File: config.mk
export PLATFORM = sky130hd
export DESIGN_NAME = tri_cos_param
export DESIGN_NICKNAME = d
export VERILOG_FILES = /design/src/rtl/tri_cos_param.sv
export SDC_FILE = /design/constraint.sdc
export NUM_CORES = 1
export LEC_CHECK = 0
export ABC_AREA = 1
export BUFFER_PORTS_ARGS = -buffer_cell sky130_fd_sc_hd__buf_2
export CAP_MARGIN = 0
export CORE_MARGIN = 2
export CORE_UTILIZATION = 69
export CTS_CLUSTER_DIAMETER = 30
export DETAILED_ROUTE_END_ITERATION = 10
export HOLD_SLACK_MARGIN = 0.12
export PLACE_DENSITY = 0.91
export SYNTH_ARGS = -nofsm -noshare
export SYNTH_HDL_FRONTEND = slang
export SYNTH_SLANG_ARGS = --single-unit
export TNS_END_PERCENT = 20
File: constraint.sdc
create_clock -name clk -period 21.2 [get_ports clk]
set_clock_uncertainty 0.15 [all_clocks]
set_input_delay 0 -clock clk [delete_from_list [all_inputs] [get_ports clk]]
set_output_delay 0 -clock clk [all_outputs]
set_load 0.03 [all_outputs]
File: src/rtl/tri_cos_param.sv
// Triangle classifier and cosine engine: three serial side lengths in, triangle
// type plus the three cosines out as a registered three-cycle burst.
module tri_cos_param #(
    parameter int LEN_W  = 8,
    parameter int COS_W  = 16,
    parameter int FRAC_W = 13
) (
    input  logic             clk,
    input  logic             rst_n,
    input  logic             in_valid,
    input  logic [LEN_W-1:0] in_length,
    output logic             out_valid,
    output logic [COS_W-1:0] out_cos,
    output logic [1:0]       out_tri
);
    // Handshake: no back-pressure. in_valid marks three consecutive length
    // beats accepted only from IDLE; out_valid marks three consecutive result beats.
    localparam int NUM_W  = 2*LEN_W + 2;
    localparam int DEN_W  = 2*LEN_W + 1;
    localparam int Q_W    = FRAC_W + 1;
    localparam int STEP_W = $clog2(FRAC_W + 1);
    localparam logic [STEP_W-1:0] STEP_LAST = STEP_W'(FRAC_W);

    typedef enum logic [2:0] {IDLE, LOAD, PREP, DIV, OUT} state_t;
    state_t state, state_nx;

    logic [LEN_W-1:0]        len_a, len_b, len_c;
    logic [1:0]              idx;
    logic [STEP_W-1:0]       step;
    logic [DEN_W-1:0]        mag_q [3];
    logic [DEN_W-1:0]        den_q [3];
    logic [2:0]              neg_q;
    logic signed [COS_W-1:0] cos_q [3];
    logic                    invalid_q;
    logic [1:0]              tri_q;
    logic [DEN_W:0]          rem;
    logic [Q_W-1:0]          quo;

    // Squares, numerators and denominators evaluated during PREP
    logic signed [NUM_W-1:0] sq_a, sq_b, sq_c, num_a, num_b, num_c;
    logic [DEN_W-1:0]        den_a, den_b, den_c;
    logic [LEN_W:0]          sum_bc, sum_ac, sum_ab;
    logic                    bad, any_neg, any_zero;
    logic [1:0]              tri_nx;

    assign sq_a  = NUM_W'(len_a) * NUM_W'(len_a);
    assign sq_b  = NUM_W'(len_b) * NUM_W'(len_b);
    assign sq_c  = NUM_W'(len_c) * NUM_W'(len_c);
    assign num_a = sq_b + sq_c - sq_a;
    assign num_b = sq_a + sq_c - sq_b;
    assign num_c = sq_a + sq_b - sq_c;
    assign den_a = (DEN_W'(len_b) * DEN_W'(len_c)) << 1;
    assign den_b = (DEN_W'(len_a) * DEN_W'(len_c)) << 1;
    assign den_c = (DEN_W'(len_a) * DEN_W'(len_b)) << 1;

    assign sum_bc = {1'b0, len_b} + {1'b0, len_c};
    assign sum_ac = {1'b0, len_a} + {1'b0, len_c};
    assign sum_ab = {1'b0, len_a} + {1'b0, len_b};
    assign bad = (len_a == '0) || (len_b == '0) || (len_c == '0) ||
                 ({1'b0, len_a} >= sum_bc) || ({1'b0, len_b} >= sum_ac) ||
                 ({1'b0, len_c} >= sum_ab);
    assign any_neg  = num_a[NUM_W-1] | num_b[NUM_W-1] | num_c[NUM_W-1];
    assign any_zero = (num_a == '0) || (num_b == '0) || (num_c == '0);

    always_comb begin
        tri_nx = 2'b00;
        if (bad)           tri_nx = 2'b11;
        else if (any_neg)  tri_nx = 2'b10;
        else if (any_zero) tri_nx = 2'b01;
    end

    // One restoring divider step; step 0 of each angle starts from |num|
    logic [DEN_W:0]          rem_in, den_x, rem_sub;
    logic                    ge;
    logic [Q_W-1:0]          quo_nx;
    logic signed [COS_W-1:0] cos_mag, cos_val;

    assign rem_in  = (step == '0) ? {1'b0, mag_q[idx]} : rem;
    assign den_x   = {1'b0, den_q[idx]};
    assign ge      = (rem_in >= den_x);
    assign rem_sub = ge ? (rem_in - den_x) : rem_in;
    assign quo_nx  = {quo[Q_W-2:0], ge};
    assign cos_mag = COS_W'(quo_nx);
    assign cos_val = neg_q[idx] ? -cos_mag : cos_mag;

    always_ff @(posedge clk or negedge rst_n) begin
        if (!rst_n) state <= IDLE;
        else        state <= state_nx;
    end

    always_comb begin
        state_nx = state;
        case (state)
            IDLE: if (in_valid) state_nx = LOAD;
            LOAD: begin
                if (!in_valid)          state_nx = IDLE;
                else if (idx == 2'd1)   state_nx = PREP;
            end
            PREP: state_nx = DIV;
            DIV:  if (step == STEP_LAST && idx == 2'd2) state_nx = OUT;
            OUT:  if (idx == 2'd2) state_nx = IDLE;
            default: state_nx = IDLE;
        endcase
    end

    always_ff @(posedge clk or negedge rst_n) begin
        if (!rst_n) begin
            len_a     <= '0;
            len_b     <= '0;
            len_c     <= '0;
            idx       <= '0;
            step      <= '0;
            neg_q     <= '0;
            invalid_q <= 1'b0;
            tri_q     <= '0;
            rem       <= '0;
            quo       <= '0;
            out_valid <= 1'b0;
            out_cos   <= '0;
            out_tri   <= '0;
            for (int i = 0; i < 3; i++) begin
                mag_q[i] <= '0;
                den_q[i] <= '0;
                cos_q[i] <= '0;
            end
        end else begin
            out_valid <= 1'b0;
            out_cos   <= '0;
            out_tri   <= '0;
            case (state)
                IDLE: begin
                    idx <= '0;
                    if (in_valid) len_a <= in_length;
                end
                LOAD: begin
                    if (!in_valid) begin
                        idx <= '0;
                    end else if (idx == 2'd0) begin
                        len_b <= in_length;
                        idx   <= 2'd1;
                    end else begin
                        len_c <= in_length;
                        idx   <= 2'd0;
                    end
                end
                PREP: begin
                    mag_q[0]  <= num_a[NUM_W-1] ? DEN_W'(-num_a) : DEN_W'(num_a);
                    mag_q[1]  <= num_b[NUM_W-1] ? DEN_W'(-num_b) : DEN_W'(num_b);
                    mag_q[2]  <= num_c[NUM_W-1] ? DEN_W'(-num_c) : DEN_W'(num_c);
                    neg_q     <= {num_c[NUM_W-1], num_b[NUM_W-1], num_a[NUM_W-1]};
                    den_q[0]  <= den_a;
                    den_q[1]  <= den_b;
                    den_q[2]  <= den_c;
                    invalid_q <= bad;
                    tri_q     <= tri_nx;
                    step      <= '0;
                    idx       <= '0;
                end
                DIV: begin
                    rem <= rem_sub << 1;
                    quo <= quo_nx;
                    if (step == STEP_LAST) begin
                        cos_q[idx] <= cos_val;
                        step       <= '0;
                        idx        <= (idx == 2'd2) ? 2'd0 : idx + 2'd1;
                    end else begin
                        step <= step + 1'b1;
                    end
                end
                OUT: begin
                    out_valid <= 1'b1;
                    out_cos   <= invalid_q ? '0 : cos_q[idx];
                    out_tri   <= tri_q;
                    idx       <= (idx == 2'd2) ? 2'd0 : idx + 2'd1;
                end
                default: idx <= '0;
            endcase
        end
    end
endmodule

==> metrics.md, run 1 <==
| Metric | Value |
|---|---|
| Total grt overflow | 0 |
| Hold WC Path Type | in -> reg |
| Layout area overhead | 6.36% |
| CP Capture Type | register |
| Sink Count | 233 |
| Layout net count | 4641 |
| Synth top cells by count | nand2_1, inv_1, ha_1 |
| Area contributors post-synth | dfrtp_1, fa_1, nand2_1 |
| Clock slew at reported path FFs | 60 ps |
| Wire length of the first global-routing pass | 136 mm |
| Cells after Synth | 4090 |
| Hold Fails Final Rpt | 0 |
| WP data required | 21530 ps |
| Synthesis Warnings | 0 |
| I/O pin count | 30 |
| Seq cells post-synth | 233 |
| Clk Latency, worst-skew pair | 540 ps |
| Max-cap violations | 0 |
| Overall die height | around 210 um |
| Initial Utilization | 0.701 |
| DR WL/cell | 17.7 um |
| Full die area | 44400 um^2 |
| Final Cycle Share | 0.397 |
| Layout cells sized above 1 | 0.0546 |
| DRT iter0 DRCs | 3168 |
| # port buffers | 29 |
| Post-synth ARST share | 1.00 |
| Die X | 211 um |
| CORE AREA | ~42000 um^2 |
| Remaining antenna violation count | 0 |
| Share of the synthesized area in the top cell type | 0.198 |
| Register area share after synthesis | 0.198 |
| Post-DR vias/cell | just under 6 |
| Slew Limit Fails | 0 |
| Critical path class | reg -> reg |
| Clock buffer depth | 3 |
| Post-synth top flop | dfrtp_1 |
| DRC viols | 0 |
| Vias in the first global route | 27200 |
| CP peak stage delay | 1100 ps |
| Final TNS setup | 0 ps |
| Dominant cell type by area after synthesis | dfrtp_1 |
| Antenna cells | 0 |
| Status | completed |
| Final worst path period need | 8410 ps |
| Initial antenna violation count | 1 |
| Yosys cell types | 54 |
| Top-count cell post-synth | nand2_1 |
| RSZ-0062 raised after global routing | false |
| Synth Area per Inst | 7.20 um^2 |
| Clk Tree Root Cell | clkbuf_16 |
| Max frequency | 119 MHz |
| CP max FO | 27 |
| Largest net degree at the start of global routing | 125 |
| # setup viols final | 0 |
| Dpl hpwl | 61.0 mm |
| Total CTS buffers | 36 |
| Slew @ Worst Pin | 1160 ps |
| Routed WL | 82.3 mm |
| CP arrival | 8740 ps |
| RePlAce Congestion | 0.978 |
| Post-synth EDFFs | 0 |
| Slew Limit Headroom | 0.228 |
| First drt pass iteration count | 8 |
| Total GRT Usage | 0.382 |
| Crit-path slowest cell | dfrtp_1 |
| Cell Area, Synth | 29500 um^2 |
| Setup crit start kind | register |
| CTS tree | built |
| Row count | 75 |
| H-tree Lvls | 2 |
| Via Count | 27300 |
## cell type report
type	count	area, um^2
Timing Repair Buffer	69	513
Tap cell	539	674
Inverter	835	3130
Clock buffer	40	946
Fill cell	3019	10700
Clock inverter	25	243
Multi-Input combinational cell	2902	20000
Sequential cell	233	5830
## registers in the layout (all words and copies together), names as in the netlist
signal	count
out_valid	1
out_tri	2
len_a	8
len_c	8
den_q	48
step	4
out_cos	16
invalid_q	1
tri_q	2
mag_q	49
rem	17
cos_q	48
neg_q	3
quo	13
len_b	8
idx	2
state	3
## through the flow
| stage | util | area [um^2] | hold WS, ps | cells | worst slack, ps |
|---|---|---|---|---|---|
| 2_1_floorplan | - | 29500 | -446 | 4091 | 14310 |
| 3_3_place_gp | 0.713 | 30000 | -0.409 | 4562 | 13290 |
| 3_5_place_dp | 0.713 | 30000 | 3.31 | 4562 | 12970 |
| 4_1_cts | 0.745 | 31300 | 158 | 4643 | 12970 |
| 5_1_grt | 0.745 | 31300 | 180 | 4643 | 12120 |
| 6_report | 0.745 | 31300 | 134 | 4643 | 12790 |
## per-layer routing
layer | share of wire | track usage | up-vias
met5 | 0.00016 | 0 | -
met4 | 0.045 | 0.166 | 2
met3 | 0.10 | 0.0718 | 340
met2 | 0.46 | 0.627 | 1513
met1 | 0.39 | 0.498 | 12800
li1 | - | - | 12600
## layout by cell type, fill, tap and decap left out, drive strengths merged, types with 11 or more instances in the layout
master          n
buf            54
ha            312
dfrtp         233
nor2          180
a22oi          32
fa            241
nand2        1213
nor3           33
o21ai         199
a21oi         189
inv           840
o21bai         17
a22o           11
nand3b         17
xor2           87
xnor2          46
clkinv         12
or2            11
nand3         202
clkbuf         40
nand4          43
dlygate4sd3    15
## path summary, 6_finish.rpt
kind	slack [ps]	startpoint	to	cells after the start
worst min register to register	330	cos_q[21]	cos_q[21]	2
max in group asynchronous	19720	rst_n	len_c[0]	4
worst max register to register	12790	len_a[4]	mag_q[19]	29
worst min-delay path	130	in_length[6]	len_b[6]	4
worst max-delay path	12790	len_a[4]	mag_q[19]	29
min in group asynchronous	520	rst_n	mag_q[10]	4
## logic make-up (layout without fill, tap and decap cells)
group,Yosys count,in the layout,synth area share
compound gates,503,503,0.0961
fa+ha+maj,553,553,0.296
simple gates,1711,1711,0.245
buf+inv,956,969,0.124
xor+xnor,133,133,0.0406
other cells,1,2,0.000127
flops,233,233,0.198
## critical path, delay by kind of cell (launching register included)
family,cells,cell delay (ps)
buf+inv,5,580
flops,1,1100
fa+ha+maj,7,3280
xor+xnor,2,480
simple gates,7,1400
compound gates,8,1340
## timing repair
| item | 4_1_cts | 5_1_grt |
|---|---|---|
| hold buffers | 16 | 0 |
| setup buffers | 0 | 0 |
| resized for setup | 0 | 0 |
| endpoints found under the hold margin | 151 | 0 |
Power of run 1 is left out: the tool's default activity adds up to more than one toggle a clock period on the data nets, which glitch-free logic cannot reach.
==> run 2, diff against run 1 <==
Settings changed: CORE_UTILIZATION 69 to 60, PLACE_DENSITY 0.91 to 0.84.
Clock period 21.2 ns to 6.9 ns, I/O delays scaled along.
==> metrics.md, run 2 (same netlist as run 1, synthesis figures left out) <==
| Metric | Value |
|---|---|
| Routed WL | 82.2 mm (-0.11%) |
| # setup viols final | 0 (unchanged) |
| Slew @ Worst Pin | 1060 ps (-95.1 ps) |
| CP Capture Type | register |
| Final hold slack | 134 ps (+0.374 ps) |
| DRT iter0 DRCs | 2567 (-19%) |
| Via Count | 26900 (-1.3%) |
| CP arrival | 6970 ps (-1770 ps) |
| Hold endpoint | len_b[2] |
| Worst Reg-to-Reg Cells | 31 (+6.9%) |
| CP peak stage delay | 550 ps (-550 ps) |
| Max-cap violations | 0 (unchanged) |
| CORE AREA | 48700 um^2 (+16%) |
| CP max FO | 7 (-74%) |
| Layout area overhead | 12.7% |
| Layout net count | 4718 (+1.7%) |
| Commonest cells after routing, fill and taps aside | nand2_1, inv_1, ha_1, fa_1, dfrtp_1 |
| Commonest non-fill, non-tap cell in the layout | nand2_1 |
| Critical path class | reg -> reg |
| Total grt overflow | 0 (unchanged) |
| RePlAce Congestion | 0.995 (+1.7%) |
| Sink Count | 233 (unchanged) |
| Regs by FF count | mag_q: 49 flops, cos_q: 48 flops, den_q: 48 flops |
| Die X | 226 um (+7.1%) |
| Full die area | 50900 um^2 (+15%) |
| Setup crit start kind | register |
| R2R Setup Slk | 200 ps (-12590 ps) |
| WP data required | 7160 ps (-14370 ps) |
| Area occupied by multi-input gates | 20500 um^2 (+2.6%) |
| Initial Utilization | 0.604 (-0.0964) |
| Clock slew at reported path FFs | 50 ps (about the same) |
| Crit-path slowest cell | fa_1 |
| Hold path startpoint | in_length[2] |
| Initial antenna violation count | 2 (+1) |
| I/O pin count | 30 (unchanged) |
| # port buffers | 29 (unchanged) |
| Overall die height | 226 um (+7.1%) |
| Vias in the first global route | 26500 (-2.9%) |
| H-tree Lvls | 2 (unchanged) |
| Status | completed |
| Terminus of the critical flop-to-flop path | mag_q[21] |
| Post-DR vias/cell | 5.55 (-5.6%) |
| Clk Latency, worst-skew pair | 570 ps (+30 ps) |
| Hold WC Path Type | in -> reg |
| Layout cells sized above 1 | 0.0998 (+0.0452) |
| Final worst path period need | 6700 ps (-1710 ps) |
| Total GRT Usage | 0.324 (-0.0586) |
| Antenna cells | 0 (unchanged) |
| Hold Fails Final Rpt | 0 (unchanged) |
| Slew Limit Headroom | 0.292 (+0.0634) |
| FILL cells | 3865 (+28%) |
| Max reg flops | 49 (unchanged) |
| Sequential Area | 5850 um^2 (+0.28%) |
| DR WL/cell | 16.9 um (-4.4%) |
| DRC viols | 0 (unchanged) |
| WHS Path Cells | 4 (unchanged) |
| Total CTS buffers | 47 (+31%) |
| Clk Tree Root Cell | clkbuf_16 |
| CTS tree | built |
| First drt pass iteration count | 6 (-2) |
| Dpl hpwl | 61.6 mm (+0.93%) |
| Largest register by flop count | mag_q |
| Wire length of the first global-routing pass | 132 mm (-2.9%) |
| Slew Limit Fails | 0 (unchanged) |
| Largest net degree at the start of global routing | 108 (-14%) |
| Max frequency | 149 MHz (+26%) |
| Clock buffer depth | 3 (unchanged) |
| CP most frequent cell | nand2_1 |
| RR Startpoint | len_c[2] |
| Final Cycle Share | 0.972 (+0.575) |
| WP buf/inv | 7 (+2) |
| Delay-heaviest family, CP | adder cells |
| Remaining antenna violation count | 0 (unchanged) |
| Row count | 81 (+8.0%) |
run 2: worst max path at each step:
stage / startpoint / endpoint / slack (ps) / cells past startpoint
2_1_floorplan: len_c[5] / mag_q[5] / 10 / 35
3_3_place_gp: len_c[6] / mag_q[3] / 190 / 31
3_5_place_dp: len_c[6] / mag_q[9] / -80 / 31
4_1_cts: len_c[6] / mag_q[4] / 10 / 33
5_1_grt: len_c[3] / mag_q[50] / -120 / 33
6_report: len_c[2] / mag_q[21] / 200 / 31
run 2: cell type report:
| cell class | instances | area share |
|---|---|---|
| multi-input combinational | 2902 | 0.618 |
| sequential | 233 | 0.176 |
| inverter | 835 | 0.0945 |
| clock buffer | 52 | 0.0369 |
| timing repair buffer | 135 | 0.0325 |
| tap | 664 | 0.0250 |
| clock inverter | 33 | 0.0174 |
run 2: per-stage QoR:
stage | instance area (um^2) | util | setup TNS, ps | instances | worst slack, ps
floorplan | 29500 | - | 0 | 4091 | 13.3
global route | 33200 | 0.681 | -1550 | 4854 | -123
global placement | 30500 | 0.626 | 0 | 4736 | 186
CTS | 32500 | 0.666 | 0 | 4836 | 13.2
finish | 33200 | 0.681 | 0 | 4854 | 196
detailed placement | 30500 | 0.626 | -354 | 4736 | -78.2
run 2: metal layers:
metal	GRT usage	vias to the layer above	routed length (um)
met1	0.422	12700	33100
met2	0.540	1142	38800
met4	0.121	0	3280
li1	-	12800	-
met3	0.0559	250	6980
met5	0	-	0
run 2: repair_timing:
action	in CTS	in global routing
setup buffers	0	16
pin swaps	0	29
cloned	0	2
hold buffers	15	0
endpoints found under the hold margin	184	0
resized for setup	3	142
setup endpoints to repair	10	53
run 2: worst reg2reg max path, delay by kind of cell (launching register included):
family,cells,cell delay (ps)
DFF,1,450
buffers and inverters,7,730
adders and majority gates,7,3050
xor gates and xnor gates,2,410
and+or+nand+nor,9,1020
AOI/OAI and AO/OA,6,740
Power of run 2 is left out for the same reason.
